[src/rtl/memory_arbiter.sv]
// -----------------------------------------------------------------------------
// memory_arbiter
//
// Purpose
//   Two-port arbiter and sequencer in front of a single memory bank. Port 0
//   (instruction side) and port 1 (data side) each issue full-line read or
//   write requests. One request is granted at a time, round-robin on ties.
//   The bank is driven for MEM_LATENCY cycles. The captured read line and a
//   one-cycle ack are then returned to the granted port.
//
//   Sequence: IDLE -> BUSY (MEM_LATENCY cycles) -> RESP (1 cycle) -> IDLE.
//   - A grant at edge k gives an ack that is high during the cycle after
//     edge k+MEM_LATENCY.
//   - Back-to-back grants are MEM_LATENCY+2 cycles apart.
//   - Every output is a flop.
//
// Parameters
//   MEMORY_LINE_LENGTH   bits per line (bank data width)
//   MEMORY_ADDRESS_SIZE  bank address width
//   MEM_LATENCY          cycles the bank is held per access (>= 1)
//
// Ports
//   clk            in   rising-edge clock
//   reset          in   asynchronous, active-high reset
//   req0, req1     in   request, held high until that port's ack
//   we0, we1       in   1 = write line, 0 = read line (stable while req high)
//   addr0, addr1   in   line address (stable while req high)
//   wdata0, wdata1 in   write line (stable while req high)
//   ack0, ack1     out  one-cycle completion pulse
//   rdata0, rdata1 out  last line read by that port (valid while ack high)
//   busy           out  high while an access is in BUSY or RESP
//   mem_addr       out  bank address
//   mem_data_in    out  bank write data
//   mem_write      out  bank write strobe (one cycle per write access)
//   mem_data_out   in   bank read data
// -----------------------------------------------------------------------------
module memory_arbiter #(
    parameter int MEMORY_LINE_LENGTH  = 256,
    parameter int MEMORY_ADDRESS_SIZE = 2,
    parameter int MEM_LATENCY         = 4
) (
    input  logic                           clk,
    input  logic                           reset,

    input  logic                           req0,
    input  logic                           we0,
    input  logic [MEMORY_ADDRESS_SIZE-1:0] addr0,
    input  logic [MEMORY_LINE_LENGTH-1:0]  wdata0,
    output logic                           ack0,
    output logic [MEMORY_LINE_LENGTH-1:0]  rdata0,

    input  logic                           req1,
    input  logic                           we1,
    input  logic [MEMORY_ADDRESS_SIZE-1:0] addr1,
    input  logic [MEMORY_LINE_LENGTH-1:0]  wdata1,
    output logic                           ack1,
    output logic [MEMORY_LINE_LENGTH-1:0]  rdata1,

    output logic                           busy,

    output logic [MEMORY_ADDRESS_SIZE-1:0] mem_addr,
    output logic [MEMORY_LINE_LENGTH-1:0]  mem_data_in,
    output logic                           mem_write,
    input  logic [MEMORY_LINE_LENGTH-1:0]  mem_data_out
);

    // Counter wide enough to hold MEM_LATENCY-1. It is never narrower than
    // one bit, so MEM_LATENCY = 1 still builds.
    localparam int CNT_W = (MEM_LATENCY > 1) ? $clog2(MEM_LATENCY) : 1;
    localparam logic [CNT_W-1:0] CNT_LOAD = CNT_W'(MEM_LATENCY - 1);
    localparam logic [CNT_W-1:0] CNT_ONE  = CNT_W'(1);
    localparam logic [CNT_W-1:0] CNT_ZERO = '0;

    typedef enum logic [1:0] {
        IDLE = 2'd0,
        BUSY = 2'd1,
        RESP = 2'd2
    } state_t;

    // Registered state.
    state_t                           state;
    logic [CNT_W-1:0]                 cnt;
    logic                             last_grant;  // port served most recently
    logic                             grant;       // port owning the current access
    logic                             we_lat;      // direction of the current access

    // Next-state values.
    state_t                           state_next;
    logic [CNT_W-1:0]                 cnt_next;
    logic                             last_grant_next;
    logic                             grant_next;
    logic                             we_next;
    logic [MEMORY_ADDRESS_SIZE-1:0]   mem_addr_next;
    logic [MEMORY_LINE_LENGTH-1:0]    mem_data_in_next;
    logic                             mem_write_next;
    logic                             busy_next;
    logic                             ack0_next;
    logic                             ack1_next;
    logic [MEMORY_LINE_LENGTH-1:0]    rdata0_next;
    logic [MEMORY_LINE_LENGTH-1:0]    rdata1_next;

    // Arbitration helpers.
    logic                             win;
    logic                             win_we;

    // -------------------------------------------------------------------------
    // State and output registers
    // -------------------------------------------------------------------------
    // NOTE: sequential state is assigned with non-blocking (<=) so that every
    // flop samples the values from before the edge, whatever the statement order.
    always_ff @(posedge clk or posedge reset) begin
        if (reset) begin
            state       <= IDLE;
            cnt         <= '0;
            last_grant  <= 1'b1;  // port 0 wins the first tie
            grant       <= 1'b0;
            we_lat      <= 1'b0;
            mem_addr    <= '0;
            mem_data_in <= '0;
            mem_write   <= 1'b0;
            busy        <= 1'b0;
            ack0        <= 1'b0;
            ack1        <= 1'b0;
            rdata0      <= '0;
            rdata1      <= '0;
        end else begin
            state       <= state_next;
            cnt         <= cnt_next;
            last_grant  <= last_grant_next;
            grant       <= grant_next;
            we_lat      <= we_next;
            mem_addr    <= mem_addr_next;
            mem_data_in <= mem_data_in_next;
            mem_write   <= mem_write_next;
            busy        <= busy_next;
            ack0        <= ack0_next;
            ack1        <= ack1_next;
            rdata0      <= rdata0_next;
            rdata1      <= rdata1_next;
        end
    end

    // -------------------------------------------------------------------------
    // Next-state and next-output logic
    // -------------------------------------------------------------------------
    // NOTE: every variable written here gets a default at the top, so no path
    // through the case statement can leave one unassigned and infer a latch.
    always_comb begin
        state_next       = state;
        cnt_next         = cnt;
        last_grant_next  = last_grant;
        grant_next       = grant;
        we_next          = we_lat;
        mem_addr_next    = mem_addr;
        mem_data_in_next = mem_data_in;
        mem_write_next   = 1'b0;
        busy_next        = busy;
        ack0_next        = 1'b0;
        ack1_next        = 1'b0;
        rdata0_next      = rdata0;
        rdata1_next      = rdata1;
        win              = 1'b0;
        win_we           = 1'b0;

        case (state)
            IDLE: begin
                busy_next = 1'b0;
                if (req0 || req1) begin
                    // A sole requester wins. On a tie, the port not served last wins.
                    win    = (req0 && req1) ? ~last_grant : req1;
                    win_we = win ? we1 : we0;

                    grant_next       = win;
                    last_grant_next  = win;
                    we_next          = win_we;
                    mem_addr_next    = win ? addr1 : addr0;
                    mem_data_in_next = win ? wdata1 : wdata0;
                    cnt_next         = CNT_LOAD;
                    busy_next        = 1'b1;
                    state_next       = BUSY;
                    // With a one-cycle latency, the first BUSY cycle is also
                    // the cnt == 0 cycle, so the write strobe is armed here.
                    mem_write_next   = (MEM_LATENCY == 1) && win_we;
                end
            end

            BUSY: begin
                if (cnt == CNT_ZERO) begin
                    // The bank line is valid by now. Capture it for reads only.
                    if (!we_lat) begin
                        if (grant) rdata1_next = mem_data_out;
                        else       rdata0_next = mem_data_out;
                    end
                    if (grant) ack1_next = 1'b1;
                    else       ack0_next = 1'b1;
                    state_next = RESP;
                end else begin
                    cnt_next = cnt - CNT_ONE;
                    // Raise the strobe for the cycle in which cnt reads zero.
                    mem_write_next = (cnt == CNT_ONE) && we_lat;
                end
            end

            RESP: begin
                busy_next  = 1'b0;
                state_next = IDLE;
            end

            default: begin
                busy_next  = 1'b0;
                state_next = IDLE;
            end
        endcase
    end

endmodule

[config.mk]
export PLATFORM = sky130hd
export DESIGN_NAME = memory_arbiter
export DESIGN_NICKNAME = d
export VERILOG_FILES = /design/src/rtl/memory_arbiter.sv
export SDC_FILE = /design/constraint.sdc
export NUM_CORES = 1
export LEC_CHECK = 0
export BUFFER_PORTS_ARGS = -buffer_cell sky130_fd_sc_hd__buf_4
export CAP_MARGIN = 20
export CORE_AREA = 2 2 599 601
export CTS_BUF_LIST = sky130_fd_sc_hd__clkbuf_4 sky130_fd_sc_hd__clkbuf_8
export DETAILED_ROUTE_END_ITERATION = 10
export DIE_AREA = 0 0 601 603
export PLACE_DENSITY = 0.36
export REMOVE_ABC_BUFFERS = 1
export SYNTH_ARGS = -nofsm -noshare
export SYNTH_HDL_FRONTEND = slang
export SYNTH_SLANG_ARGS = --single-unit
export TNS_END_PERCENT = 20
[constraint.sdc]
create_clock -name clk -period 36.4 [get_ports clk]
set_input_delay 5.46 -clock clk [delete_from_list [all_inputs] [get_ports clk]]
set_output_delay 5.46 -clock clk [all_outputs]
set_load 0.02 [all_outputs]
==> Yosys cells after proc, flatten, opt, wreduce, memory -nomap -nowiden <==
Cells that the tools add are included.
{ "classes": {"n_addsub": 1, "n_eq_ne": 5, "n_mux": 20, "bitwise_logic": 3, "n_reduce_logical": 11} }
{ "op_table": {"columns": ["cell", "count"], "rows": [
  ["256-bit 2-to-1 mux", 1],
  ["1-bit 2-to-1 mux", 11],
  ["2-bit 2-to-1 mux", 5],
  ["2-bit one-hot mux with 2 select lines", 2],
  ["4-bit AND reduction", 2],
  ["2-bit != test (second input constant)", 3],
  ["2-bit by 1-bit == test with 1-bit output (second input constant)", 2],
  ["2-bit zero test", 2],
  ["2-bit AND reduction", 2],
  ["1-bit inverter", 3],
  ["3-bit AND reduction", 1],
  ["1-bit logical AND", 2],
  ["1-bit one-hot mux with 2 select lines", 1],
  ["2-bit nonzero test", 1],
  ["2-bit by 1-bit subtractor with 2-bit output (second input constant)", 1],
  ["1-bit logical OR", 1]
]} }
{ "word_totals": {"regBits": 781, "input_bits": 778, "output_inout_bits": 774} }

==> Longest topological paths before layout <==
Gate-level depths: netlist of run 1.
{ "logic_depth": {"depth_word": 4, "ltp_mapped": 8} }

==> Least setup slack after synthesis of run 1 <==
OpenSTA, ideal clock, no wires.
{ "synth_path": {"path_type": "input-to-reg", "from": "input port req1", "to": "register mem_data_in[157]", "setup_time_ps": 137, "arrival_time_ps": 6514, "t_required_ps": 36263, "slack_ps": 29749, "cell_stages": 6, "n_path_buf": 3, "cell_sequence": "a21bo_2 > clkbuf_1 > buf_2 > buf_2 > mux2i_1 > a21oi_1"} }
{ "synth_via": {"elab_chain_cells": 3, "word_cells_on_any_way": 5, "classes_between": "mux: 2; reduce/logical: 3"} }
{ "synth_lines": {"columns": ["item", "line_no", "source"], "rows": [
  ["start, declared", "52", "input logic req1,"],
  ["1-bit logical AND", "170", "win = (req0 && req1) ? ~last_grant : req1;"],
  ["1-bit 2-to-1 mux", "170", null],
  ["256-bit 2-to-1 mux", "177", "mem_data_in_next = win ? wdata1 : wdata0;"],
  ["end signal, assigned", "133", "mem_data_in <= mem_data_in_next;"],
  ["end, declared", "62", "output logic [MEMORY_LINE_LENGTH-1:0] mem_data_in,"]
]} }
Several ways; a longest one is shown, not always the timed one.
A chain may end at the register's enable or synchronous reset.

==> results.md, run 1 <==
- Outcome: finished clean
- Top cell type's share of synthesized area: about three fifths
- Residual DRC: 0
- Die Width: 601 um
- First-pass DRT Iterations: 5
- DP Area: 49520 um2
- Vias: about 27000
- Slew @ Worst Pin: about 1.2 ns
- Tcrit/Tclk final: between 20% and 30%
- Clock network fraction of total power: a little over a fifth
- Synth top area cells: dfrtp_1, mux2_4, mux2_2, a21oi_1, mux2i_1
- Reg power frac: approximately a third
- Max cap viols: 0
- Worst reg2reg path depth: 9
- Gpl congestion: ~0.9
- Worst skew pair latency: between 0.9 and 1 ns
- P&R area growth vs syn: 63.29%
- Total gr overflow: 0
- Net Sw Frac: 42.63%
- WS Path Type: in -> async
- Final slew viol count: 0
- Synth Area in Simple Gates: less than 1%
- Int Pwr: around 2.9 mW
- Final wirelength: approximately 230000 um
- Die ar.: 362400 um2
- Initial antenna violation count: 101
- Antenna viol nets, final: 0
- CP endpoint kind: async pin
- Post-CTS sizing: 0
- Synth area leader: dfrtp_1
- Routed len/inst: ~26 um
- Bufs on Longest Clock Path: 4
- Synth warn: 0
- Skew final: 0.08564 ns
- Worst R2R Start: cnt[0]
- Data required, critical path: 37.24 ns
- Compound-Gate Fraction of Synth Area: 8.136%
- Hold-fix buffers at CTS: 0
- Detailed placement HPWL: ~190000 um
- CTS Sinks: just under 800
- Starting density of the core: 9.156%
- CTS H-tree lvls: 4
- Leak Pwr: ~25 nW
- Final setup violating endpoints: 0
- Peak VDD IR: roughly 0.000050 V
- CTS Buf Count: between 150 and 200
- Setup Fix Bufs, Post-CTS: 0
- Synth Area in XOR/XNOR: 0%
- Placeable core area: around 360000 um2
- Launch point of the worst hold path: cnt[0]
- Vias in the first global route: around 28000
- PD cells: about 94 nW/um2
- Seq/Total Area, Yosys: about three fifths
- Buffers on Ports: 1551
- Vias per inst: slightly above 3
- First-iteration detailed-routing DRC count: ~1500
- RSZ-0062 raised after global routing: false
- Critical path arrival: 9.40 ns
- Largest net degree at the start of global routing: about 100
- Critical R2R Capture: rdata0[139]
- Die height: about 600 um
- CP startpoint kind: input pin
- NetSw: between 2 and 2.5 mW
- Avg Synthesized Cell Area: approximately 14 um2
- Final hold vios: 0
- Fin nets: 4641
- Mapped Area: ~33000 um2
- Crit-path max FO: 94
- Mux contribution to synthesized area: about 28%
- Distinct cells, synth: 27
- Power share of the combinational group: between 40% and 50%
- Layout cells sized above 1: between 60 and 70%
- Post-Synth Adder-Cell Area: 0.1154%
- Setup TNS: 0 ns
- Num rows: ~220
- First-pass GRT wire length: 290100 um
- Root Driver: clkbuf_8
- IO Pins: around 1600
- Cells after synthesis: between 2000 and 2500
- Fmax: 116.8 MHz
- Endpoint, Worst Hold: cnt[0]
- CTS tree: done
- R2R setup slack: roughly 31 ns
- Hold Crit Class: reg -> reg
- Yosys reg bits: 781
- Clock slew at reported path FFs: roughly 0.050 ns
- Slew margin rel.: 21.93%
- Largest family of logic cells by synthesized area: multiplexers
- Finished Cell Area: roughly 53000 um2
- Hold depth: 1
- Post-route minimum period: 8.564 ns
- Global-route usage over all layers: 11.87%
-- kinds of logic (layout without fill, tap and decap cells) --
family                     after synthesis  count (layout)
AOI/OAI and AO/OA                      526             526
adders and majority gates                3               3
buffers and inverters                  177            1881
DFF                                    781             781
muxes                                  771             771
other                                    0              26
and+or+nand+nor                         16              16
-- metrics by stage --
step | util, % | instances | hold slack [ns] | power, mW | setup WS, ns
after floorplan | - | 2101 | 0.4581 | 2.745 | 9.015
after global placement | 13.93 | 8441 | 0.4917 | 4.016 | 26.77
after detailed placement | 13.93 | 8441 | 0.4878 | 4.032 | 26.71
after CTS | 14.92 | 8727 | 0.5089 | 5.124 | 27.76
after global routing | 14.95 | 8748 | 0.5174 | 5.251 | 27.47
final | 14.95 | 8755 | 0.5040 | 4.973 | 27.84
-- cells in the final DEF, fill, tap and decap left out, types with 3 or more instances in the layout --
cell type      n
a21oi_1      521
clkinv_2      14
clkbuf_4      53
dfrtp_1      780
inv_8          3
clkbuf_8     198
inv_1          3
nand2_1        3
mux2_2       272
clkinvlp_4     6
mux2_4       240
diode_2       26
inv_6          3
mux2i_1      259
buf_4       1588
ha_1           3
bufinv_16      4
-- cell usage after synthesis --
master and number:
a211oi_1 2, a21bo_2 1, a21oi_1 521, a31oi_1 1, and2_1 2, and3_1 2
buf_1 1, buf_2 72, buf_6 27, clkbuf_1 73, dfrtp_1 780, dfstp_2 1
ha_1 3, inv_1 4, mux2_2 272, mux2_4 240, mux2i_1 259, nand2_1 3
nand2b_1 1, nand3b_1 1, nor2_1 2, nor2b_1 1, nor3_2 1, nor3b_1 1
o32ai_1 1, or2_2 1, or3_1 1
-- state kept, by name, summed over array words and instances (netlist names) --
signal	count
cnt	2
we_lat	1
ack1	1
grant	1
state	2
ack0	1
mem_addr	2
rdata0	256
rdata1	256
last_grant	1
mem_write	1
mem_data_in	256
busy	1
-- metal layers --
metal / track usage, % / part of all wire [%] / routed length, um
met1: 12.60 / 36 / 81510
met2: 22.22 / 54 / 120800
met3: 3.281 / 6.6 / 14930
met4: 4.275 / 3.6 / 8068
met5: 0 / 0.079 / 177
-- power by group through the flow --
stage	registers (mW)	logic, mW	clock network (mW)
global route	1.64	2.48	1.12
CTS	1.60	2.43	1.09
floorplan	2.02	0.730	0
global placement	1.60	2.42	0
detailed placement	1.60	2.43	0
finish	1.59	2.35	1.03
-- how the worst max path moves through the flow --
stage	from	to	cells past startpoint
2_1_floorplan	reset	ack0	1
3_3_place_gp	reset	rdata0[103]	6
3_5_place_dp	reset	rdata1[117]	6
4_1_cts	reset	rdata1[162]	6
5_1_grt	reset	mem_data_in[22]	6
6_report	reset	mem_data_in[209]	6
-- critical path, cell delays in order --
cell,delay (ns)
buf_4,0.13
inv_8,0.46
buf_4,0.74
buf_4,0.76
buf_4,0.67
buf_4,0.80
-- final cells by class --
type / instances / area [um2]
Clock buffer: 251 / 3123
Tap cell: 4751 / 5944
Timing Repair Buffer: 1591 / 12000
Antenna cell: 26 / 65.06
Clock inverter: 35 / 370.4
Fill cell: 39960 / 302300
Multi-Input combinational cell: 1316 / 12070
Inverter: 4 / 22.52
Sequential cell: 781 / 19550
No activity file was read; power rests on OpenSTA's default activity.
==> inputs of run 2 (changes only) <==
==> constraint.sdc (replaced) <==
create_clock -name clk -period 8.7 [get_ports clk]
set_input_delay 1.305 -clock clk [delete_from_list [all_inputs] [get_ports clk]]
set_output_delay 1.305 -clock clk [all_outputs]
set_load 0.02 [all_outputs]
==> run 2 against run 1 <==
The run now ends with slew limit left. Setup slack lost 22 ns. Clock skew fell by 0.0066 ns. Highest routed layer unchanged. Clock power rose to 4.1 times the previous value. Via count up 0.30%. First-iteration DRC count increased by 6.6%.
==> results.md, run 2 (synthesis results as in run 1) <==
- Post-CTS sizing: 0 (unchanged)
- Critical Path Max Stage Delay: 0.60 ns (-0.20 ns)
- Tcrit/Tclk final: 38.00%
- RSZ-0062 raised after global routing: false
- IO Pins: 1552 (unchanged)
- Most frequent cells in the layout: buf_4, dfrtp_1, a21oi_1, mux2_2, mux2i_1
- WS Path Type: reg -> reg
- Gpl congestion: 0.9255 (+0.97%)
- Worst R2R Start: cnt[0]
- Die ar.: 362400 um2 (unchanged)
- Worst reg2reg path depth: 7 (-2)
- Multi-input logic area: 12070 um2 (unchanged)
- Vias per inst: 3.062 (+0.36%)
- Data required, critical path: 9.44 ns (-27.80 ns)
- Fin nets: 4633 (-0.17%)
- CTS Sinks: 781 (unchanged)
- Starting density of the core: 9.156% (unchanged)
- Fmax: 302.5 MHz
- Worst hold margin: 0.4794 ns (-0.02458 ns)
- Final hold vios: 0 (unchanged)
- Worst path buffer plus inverter count: 3 (-3)
- Hold Crit Class: in -> async
- CP max stage cell: buf_12
- Peak VDD IR: 0.0002097 V (+320%)
- R2R setup slack: 5.39 ns (-26.00 ns)
- Global-route usage over all layers: 11.90% (+0.022 points)
- Setup Fix Bufs, Post-CTS: 0 (unchanged)
- Post-route non-filler standard cell count: 8749 (-0.069%)
- Grt met2 use: 22.08% (-0.14 points)
- First-pass GRT wire length: 291200 um (+0.38%)
- Final wirelength: 225500 um (about the same)
- Initial antenna violation count: 110 (+8.9%)
- Skew final: 0.07902 ns (-0.006620 ns)
- Critical R2R Capture: rdata1[128]
- Buffers on Ports: 1551 (unchanged)
- Placed cell count: 8434 (-0.083%)
- Final setup violating endpoints: 0 (unchanged)
- Root Driver: clkbuf_8
- Setup TNS: 0 ns (unchanged)
- First-pass DRT Iterations: 6 (+1)
- Max cap viols: 0 (unchanged)
- Post-route minimum period: 3.306 ns
- Most common cell after layout, fill and taps aside: buf_4
- Leak Pwr: 24.92 nW (-0.22%)
- CP top delay family: buffers and inverters
- CP endpoint kind: flip-flop
- Crit-path max FO: 100 (+6.4%)
- CP startpoint kind: flip-flop
- Outcome: finished with violations
- Total gr overflow: 0 (unchanged)
- Critical-path cell list: inv_1, ha_1, nand3b_1, or3_4, buf_4, buf_12, mux2_4
- Worst skew pair latency: 0.96 ns (+0.03 ns)
- Total design power: 20.68 mW (+320%)
- Gr busiest metal: met2
- Critical path arrival: 4.05 ns (-5.35 ns)
- Bufs on Longest Clock Path: 4 (unchanged)
- CTS tree: done
- Fillers: 40020 (+0.15%)
- Vias: 26790 (+0.30%)
- Failing checks: slew limit
- Detailed placement HPWL: 184200 um (-1.3%)
- Slew @ Worst Pin: 1.642 ns (+0.4714 ns)
- Residual DRC: 0 (unchanged)
- PD cells: 389.8 nW/um2 (+320%)
- FF+latch area: 19550 um2 (unchanged)
- Antenna viol nets, final: 0 (unchanged)
- CTS H-tree lvls: 4 (unchanged)
- Placeable core area: 355400 um2 (unchanged)
- Hold-fix buffers at CTS: 0 (unchanged)
- GR Util met3: 4.014% (+0.73 points)
- Clock slew at reported path FFs: 0.06 ns (about the same)
- Met1 Use GR: 12.25% (-0.35 points)
- CTS Buf Count: 167 (+0.60%)
- First-iteration detailed-routing DRC count: 1592 (+6.6%)
- Num rows: 219 (unchanged)
- Final slew viol count: 74 (+74)
- Die height: 603 um (unchanged)
- P&R area growth vs syn: 63.04%
- Largest net degree at the start of global routing: 166 (+64%)
- Die Width: 601 um (unchanged)
- Top flop regs: mem_data_in x256, rdata0 x256, rdata1 x256
- Layout cells sized above 1: 60.14% (-0.12 points)
- Vias in the first global route: 28530 (+0.83%)
- Routed len/inst: 25.78 um (about the same)
- Slew margin rel.: -9.492% (-31 points)
-- run 2: cell types whose count changed in the layout (fill, tap and decap cells not counted), sizes merged, moves of 2 or more --
cell	delta
inv	-2
bufinv	-2
clkinvlp	-2
diode	+6
clkinv	+4
buf	-9
-- run 2: per-layer routing --
metal	share of wire (%)	up-vias	wire length [um]
li1	-	11410	-
met1	35	13650	79330
met2	53	1278	120100
met3	7.6	405	17150
met4	3.8	48	8585
met5	0.14	-	310
-- run 2: power by group --
group / internal (mW) / total (mW) / switching [mW]
Clock: 2.32 / 4.24 / 1.92
Combinational: 4.14 / 9.87 / 5.72
Sequential: 5.39 / 6.57 / 1.18
Total: 11.9 / 20.7 / 8.83
-- run 2: how the worst max path moves through the flow --
stage,start,cells past startpoint,to
floorplan,reset,1,ack0
global placement,req0,6,cnt[0]
detailed placement,req0,6,cnt[1]
CTS,cnt[0],7,rdata1[128]
global route,cnt[0],7,rdata1[128]
finish,cnt[0],7,rdata1[128]
-- run 2: worst reg2reg max path, cell delays in order (launching register included) --
cell,delay (ns)
dfrtp_1,0.39
inv_1,0.07
ha_1,0.20
nand3b_1,0.17
or3_4,0.41
buf_4,0.63
buf_12,0.64
mux2_4,0.65
-- run 2: final cells by class --
class	count	share of cell area, %
inverters	4	0.04245
diodes	32	0.1509
flip-flops and latches	781	36.84
clock buffers	250	5.790
well taps	4751	11.20
clock inverters	33	0.5802
repair buffers	1582	22.65
multi-input cells	1316	22.75
-- run 2: stage by stage --
step	cell area (um2)	util [%]	worst slack, ns
final	53050	14.93	5.394
after global routing	53020	14.92	5.203
after CTS	52970	14.91	5.341
after detailed placement	49590	13.95	4.748
after global placement	49590	13.95	4.789
after floorplan	31600	-	-14.53
